### src/rtl/dmem_req_ctrl.sv
// dmem_req_ctrl: data-memory request controller between execute and the data memory port.
//
// Turns one LW/LBU/SW/SB from execute into a single memory transaction, stalls the
// pipeline until it completes and returns zero-extended load data.
//
// Ports:
//   clk          core clock
//   n_reset      asynchronous active-low reset
//   req_valid_i  execute holds a memory op until done_o
//   req_store_i  1 = SW/SB, 0 = LW/LBU
//   req_byte_i   1 = LBU/SB, 0 = LW/SW
//   req_addr_i   byte address
//   req_wdata_i  store data
//   stall_o      freeze pipeline
//   done_o       one-cycle completion pulse, rdata_o valid with it
//   rdata_o      load result (held until the next load completes)
//   mem_addr_o   address to data memory (word accesses forced word-aligned)
//   to_mem_o     mem_in_s  {write_data[31:0], valid, wen, byte_not_word, yumi}
//   from_mem_i   mem_out_s {read_data[31:0], valid, yumi}
//   err_o        sticky misalignment / unexpected-response / timeout error
//
// Optional: define DMEM_TIMEOUT_EN to enable a watchdog that abandons a request
// after TIMEOUT_CYCLES cycles. ADDR_W must be in 3..31.
module dmem_req_ctrl #(
    parameter int ADDR_W         = 12,
    parameter int TIMEOUT_CYCLES = 255
) (
    input  logic              clk,
    input  logic              n_reset,
    input  logic              req_valid_i,
    input  logic              req_store_i,
    input  logic              req_byte_i,
    input  logic [31:0]       req_addr_i,
    input  logic [31:0]       req_wdata_i,
    output logic              stall_o,
    output logic              done_o,
    output logic [31:0]       rdata_o,
    output logic [ADDR_W-1:0] mem_addr_o,
    output logic [35:0]       to_mem_o,
    input  logic [33:0]       from_mem_i,
    output logic              err_o
);
    typedef enum logic [1:0] {DMEM_IDLE, DMEM_REQ_SENT, DMEM_REQ_ACKED} dmem_req_state_e;
    typedef struct packed {
        logic [31:0] write_data;
        logic        valid;
        logic        wen;
        logic        byte_not_word;
        logic        yumi;
    } mem_in_s;
    typedef struct packed {
        logic [31:0] read_data;
        logic        valid;
        logic        yumi;
    } mem_out_s;

    dmem_req_state_e   state_q, state_d;
    logic [ADDR_W-1:0] addr_q, addr_d;
    logic [31:0]       wdata_q, wdata_d, rdata_q, rdata_d;
    logic              store_q, store_d, byte_q, byte_d;
    logic              done_q, done_d, err_q, err_d;
    logic              accept, capture, store_done, acked, unexpected, misalign, timeout, busy;
    mem_in_s           mi;
    mem_out_s          mo;
    logic              unused_bits;

    assign mo          = from_mem_i;
    assign unused_bits = ^{req_addr_i[31:ADDR_W], TIMEOUT_CYCLES[0]};
    assign busy        = state_q != DMEM_IDLE;

`ifdef DMEM_TIMEOUT_EN
    localparam int CNT_W = (TIMEOUT_CYCLES < 256) ? 8 : $clog2(TIMEOUT_CYCLES + 1);
    logic [CNT_W-1:0] cnt_q, cnt_d;

    // cnt_q holds the number of busy cycles already spent before the current one
    assign cnt_d   = accept ? '0 : busy ? cnt_q + CNT_W'(1) : cnt_q;
    assign timeout = busy && cnt_q == CNT_W'(TIMEOUT_CYCLES - 1) && !capture && !store_done;

    always_ff @(posedge clk or negedge n_reset) begin
        if (!n_reset) cnt_q <= '0;
        else          cnt_q <= cnt_d;
    end
`else
    assign timeout = 1'b0;
`endif

    always_comb begin
        // done_q blocks re-acceptance: execute still shows the op that just completed
        accept     = state_q == DMEM_IDLE && req_valid_i && !done_q;
        store_done = state_q == DMEM_REQ_SENT && store_q && mo.yumi;
        acked      = state_q == DMEM_REQ_SENT && !store_q && mo.yumi;
        capture    = mo.valid && (acked || state_q == DMEM_REQ_ACKED);
        unexpected = mo.valid && (state_q == DMEM_IDLE || (state_q == DMEM_REQ_SENT && store_q));
        misalign   = accept && !req_byte_i && |req_addr_i[1:0];
        done_d     = capture || store_done || timeout;
        state_d    = accept ? DMEM_REQ_SENT : done_d ? DMEM_IDLE : acked ? DMEM_REQ_ACKED : state_q;
        addr_d     = accept ? req_addr_i[ADDR_W-1:0] : addr_q;
        wdata_d    = accept ? req_wdata_i : wdata_q;
        store_d    = accept ? req_store_i : store_q;
        byte_d     = accept ? req_byte_i : byte_q;
        err_d      = err_q || misalign || unexpected || timeout;
        rdata_d    = timeout ? 32'h0 :
                     capture ? (byte_q ? {24'h0, mo.read_data[{addr_q[1:0], 3'b000} +: 8]} : mo.read_data) :
                     rdata_q;
    end

    always_ff @(posedge clk or negedge n_reset) begin
        if (!n_reset) begin
            state_q <= DMEM_IDLE;
            addr_q  <= '0;
            wdata_q <= '0;
            store_q <= 1'b0;
            byte_q  <= 1'b0;
            done_q  <= 1'b0;
            err_q   <= 1'b0;
            rdata_q <= '0;
        end else begin
            state_q <= state_d;
            addr_q  <= addr_d;
            wdata_q <= wdata_d;
            store_q <= store_d;
            byte_q  <= byte_d;
            done_q  <= done_d;
            err_q   <= err_d;
            rdata_q <= rdata_d;
        end
    end

    // Responses are always drained except a load response that arrives before its ack;
    // gated by reset so every memory-side output is 0 while n_reset is low.
    always_comb begin
        mi.write_data    = byte_q ? {4{wdata_q[7:0]}} : wdata_q;
        mi.valid         = state_q == DMEM_REQ_SENT;
        mi.wen           = store_q;
        mi.byte_not_word = byte_q;
        mi.yumi          = n_reset && mo.valid && (state_q != DMEM_REQ_SENT || store_q || mo.yumi);
    end

    assign to_mem_o   = mi;
    assign mem_addr_o = byte_q ? addr_q : {addr_q[ADDR_W-1:2], 2'b00};
    assign stall_o    = n_reset && (busy || (req_valid_i && !done_q));
    assign done_o     = done_q;
    assign rdata_o    = rdata_q;
    assign err_o      = err_q;
endmodule

### config.mk
export PLATFORM = sky130hd
export DESIGN_NAME = dmem_req_ctrl
export DESIGN_NICKNAME = d
export VERILOG_FILES = /design/src/rtl/dmem_req_ctrl.sv
export SDC_FILE = /design/constraint.sdc
export NUM_CORES = 1
export LEC_CHECK = 0
export ABC_CLOCK_PERIOD_IN_PS = 5150
export CORE_ASPECT_RATIO = 0.7
export CORE_MARGIN = 2
export CORE_UTILIZATION = 45
export DETAILED_ROUTE_END_ITERATION = 8
export PLACE_DENSITY = 0.87
export SYNTH_ARGS = -nofsm -noshare
export SYNTH_HDL_FRONTEND = slang
export SYNTH_SLANG_ARGS = --single-unit
### constraint.sdc
create_clock -name clk -period 5.15 [get_ports clk]
set_clock_uncertainty 0.05 [all_clocks]
set_input_delay 1.03 -clock clk [delete_from_list [all_inputs] [get_ports clk]]
set_output_delay 1.03 -clock clk [all_outputs]
set_load 0.005 [all_outputs]
== Word-level counts from Yosys, hierarchy flattened ==
Cells that the tools add are included.
Storage, ports and cells
  input bits: 103
  register bits after elaboration: 82
  word-level logic and storage cells: 47
Cells by class
  reduce and logical (&&, ||, !) cells: 29
  shift-type cells: 1
  mux-type cells: 6
  eq/ne operators: 3
Operators by type and width (number)
  2-to-1 mux 32 bit: 2
  variable part select 32 x 6 -> 8 bit: 1
  logical AND 1 bit: 14
  logical OR 1 bit: 8
  2-to-1 mux 2 bit: 4
  logical NOT 1 bit: 3
  nonzero test 3 bit: 1
  equality test 2 x 1 -> 1 bit, second input constant: 1
  equality test 2 bit, second input constant: 1
  logical NOT 2 bit: 1
  inequality test 2 x 1 -> 1 bit, second input constant: 1
  nonzero test 2 bit: 1
  OR reduction 2 bit: 1

== Logic depth before layout (Yosys ltp) ==
  depth after elaboration: 8
  depth in mapped cells: 5
  mapped depth without buffers: 3

== Worst setup path before layout ==
No wires, ideal clock.
  path type: input-to-output
  from: input req_valid_i
  to: output stall_o
  stages on the path: 2
  arrival time: 1.375 ns
  slack: 2.695 ns
  path through: nor2b_1 > o31a_1
On the way
  longest elaborated chain between the ends: 3
RTL lines
  start, declared: RTL line 30  | input logic req_valid_i,
  logical AND 1 bit: RTL line 141  | assign stall_o = n_reset && (busy || (req_valid_i && !done_q));
  logical OR 1 bit: RTL line 141
  logical AND 1 bit: RTL line 141
  end, declared: RTL line 35  | output logic stall_o,
No other way between the ends.

== Worst setup path after layout ==
  from: register byte_q
  to: output to_mem_o[14]
On the way
  longest elaborated chain between the ends: 1
RTL lines
  start, declared: RTL line 60  | logic store_q, store_d, byte_q, byte_d;
  start signal, assigned: RTL line 122  | byte_q <= byte_d;
  2-to-1 mux 32 bit: RTL line 132  | mi.write_data = byte_q ? {4{wdata_q[7:0]}} : wdata_q;
  end, declared: RTL line 39  | output logic [35:0] to_mem_o,
No other way between the ends.

==> impl_metrics.yaml <==
route:
  drt_iter0_drc: 231
  routed_wl_mm: 10.8
  drt-pass1-iter-count: 4
  wire_per_inst_um: 17.3
  vias: 3228
  ant_nets: 0
  routed_via_density: 5.18
  drc: 0
final_layout:
  syn_to_final_growth_pct: 46.3
  final_nets: 603
  final_common_cell: "clkdlybuf4s50_1"
  drive_above_1_share: 0.129
  instances_no_fill: 623
  antenna_cells: 0
  final_cell_mix: "clkdlybuf4s50_1 (164), dfrtp_1 (81), o21ai_0 (49), mux2_2 (44), nand2_1 (34)"
worst_setup_path:
  worst_setup_path_end_kind: "primary output"
  worstPathRequired_ns: 4.07
  cp_top_family: "flip-flops"
  crit_chain: "nand2_1, o21ai_0, clkdlybuf4s50_1"
  critPathSlowestCell: "dfrtp_2"
  crit_fanout: 62
  cp-startpoint: "byte_q"
  critical_path_arrival_ns: 2.40
  start_kind: "register"
  criticalPathCategory: "reg2out"
  critical_path_buf_inv_count: 1
  max_stage_delay_ns: 1.05
  r2r_start: "state_q[1]"
clock_network:
  clkTransAtPathRegs_ns: 0.06
  htree_num_levels: 3
  holdBufCountCts: 0
  cts_setup_buffers: 0
  cts-buffers-inserted: 9
  cts_resized: 0
  cts_tree: "yes"
  cts_sinks: 82
  clock_path_buffers: 2
  clock_latency_ns: 0.33
  root_buffer: "clkbuf_16"
die:
  start_util: 0.466
  die_w_um: 116
  coreArea_mm2: 0.00848
  die_h_um: 82.4
  io_pins: 186
  die_area_mm2: 0.00956
  rows: 28
power:
  powerDensity_mw_per_mm2: 601
  p_leak_nw: 2.43
  peakVddDrop_uv: 338
grt:
  top_usage_layer: "met2"
  grt_util_met2: 0.399
  first_global_vias: 3251
  grt_pass1_wl_mm: 17.1
  grt-ovfl-total: 0
  grt_antenna_before_repair: 0
  grt_max_degree: 74
  track_usage: 0.240
  met1_usage: 0.300
  met3_usage: 0.0839
timing:
  hold_viol_final: 0
  min_period_ns: 3.48
  rsz0062_at_grt: "no"
  max_slew_margin: 0.294
  worstMarginPinSlew_ns: 1.06
  slew_viol_final: 0
  fin_ws_ns: 1.67
  finalCritPeriodShare: 0.675
  max_freq_mhz: 288
  setup_viol: 0
  fin_setup_tns_ns: 0
logic_synthesis:
  synth.ff_latch_count: 82
  synth_mux_area_frac: 0.151
  avgSynthCellArea_um2: 10.8
  synth_compound_area_frac: 0.137
  yosys.area_share.simple: 0.0950
  synth_seq_area_share: 0.519
  synth_fp_nets: 468
  synth_fa_ha_area_frac: 0
  yosysWarnings: 0
  synth_cells: 365
  synth_top_family_by_area: "multiplexers"
  synth.distinct_cells: 31
  synth_xor_area_frac: 0
  netlist_area_mm2: 0.00395
place:
  dpl.cell_count: 609
  dp_slack_ns: 1.62
  place.detailed.hpwl_mm: 7.83
  numPortBuffers: 165
  place_congestion: 0.820
worst_hold_path:
  holdCritStartpoint: "err_o"
  hp-class: "reg2reg"
run:
  max_cap_violations: 0
outcome:
  status: "finished clean"
## layout make-up
type                            instances  area, um^2
Sequential cell                        82        2050
Multi-Input combinational cell        213        1520
Clock buffer                           11         253
Timing Repair Buffer                  167        1660
Tap cell                              120         150
Inverter                               27         101
Clock inverter                          3        40.0
Fill cell                             662        2690
## kinds of logic (layout without fill, tap and decap cells)
group | Yosys count | count (layout)
compound gates | 86 | 86
flops | 82 | 82
simple gates | 73 | 73
buf+inv | 70 | 208
mux | 54 | 54
## power by group
group          internal (mW)  total [mW]  switching, mW
logic                   1.01        1.63          0.617
clock network          0.395       0.635          0.241
registers              0.949        1.22          0.268
total                   2.35        3.48           1.13
## path summary, 6_finish.rpt
path / end / slack [ns] / cells after the start
max: to_mem_o[14] / 1.67 / 3
min: err_o / 0.42 / 1
max reg2reg: rdata_o[24] / 2.66 / 3
min reg2reg: err_o / 0.42 / 1
max in group asynchronous: rdata_o[18] / 3.42 / 2
min in group asynchronous: wdata_q[25] / 0.59 / 1
## Yosys cell counts
cell / number / area (um^2)
a211o_1: 8 / 70.1
a21o_1: 1 / 7.51
a21oi_1: 8 / 40.0
a21oi_4: 1 / 16.3
a221oi_1: 8 / 70.1
a2bb2oi_1: 7 / 61.3
a31o_2: 1 / 8.76
a32o_1: 1 / 10.0
and2_1: 2 / 12.5
and2b_1: 1 / 7.51
buf_2: 7 / 35.0
buf_4: 24 / 180
buf_6: 3 / 33.8
clkbuf_1: 9 / 33.8
clkinv_1: 1 / 3.75
dfrtp_1: 82 / 2050
inv_1: 26 / 97.6
mux2_1: 2 / 22.5
mux2_2: 44 / 495
mux2i_1: 8 / 80.1
nand2_1: 34 / 128
nand2b_1: 3 / 18.8
nand4bb_1: 1 / 11.3
nor2_1: 3 / 11.3
nor2b_1: 26 / 163
nor3_1: 1 / 5.00
nor4b_1: 1 / 8.76
nor4bb_1: 1 / 10.0
o21ai_0: 49 / 245
o21ai_1: 1 / 5.00
o31a_1: 1 / 8.76
## registers in the layout, summed over array words and instances, names as in the netlist
name and cells:
rdata_o 32, wdata_q 32, addr_q 12, state_q 2
byte_q 1, done_o 1, err_o 1, store_q 1
## metrics by stage
step	power [mW]	hold slack, ns	cell area, um^2	utilization
after floorplan	2.02	0.416	3950	-
after global placement	2.78	0.400	5490	0.648
after detailed placement	2.85	0.410	5490	0.648
after CTS	3.51	0.422	5780	0.682
after global routing	3.72	0.424	5780	0.682
final	3.48	0.424	5780	0.682
## metal layers
layer | part of all wire | routed length, um
met1 | 0.41 | 4470
met5 | 0 | 0
met3 | 0.090 | 972
met2 | 0.48 | 5210
met4 | 0.014 | 155
Power figures use the tool's default switching activity.
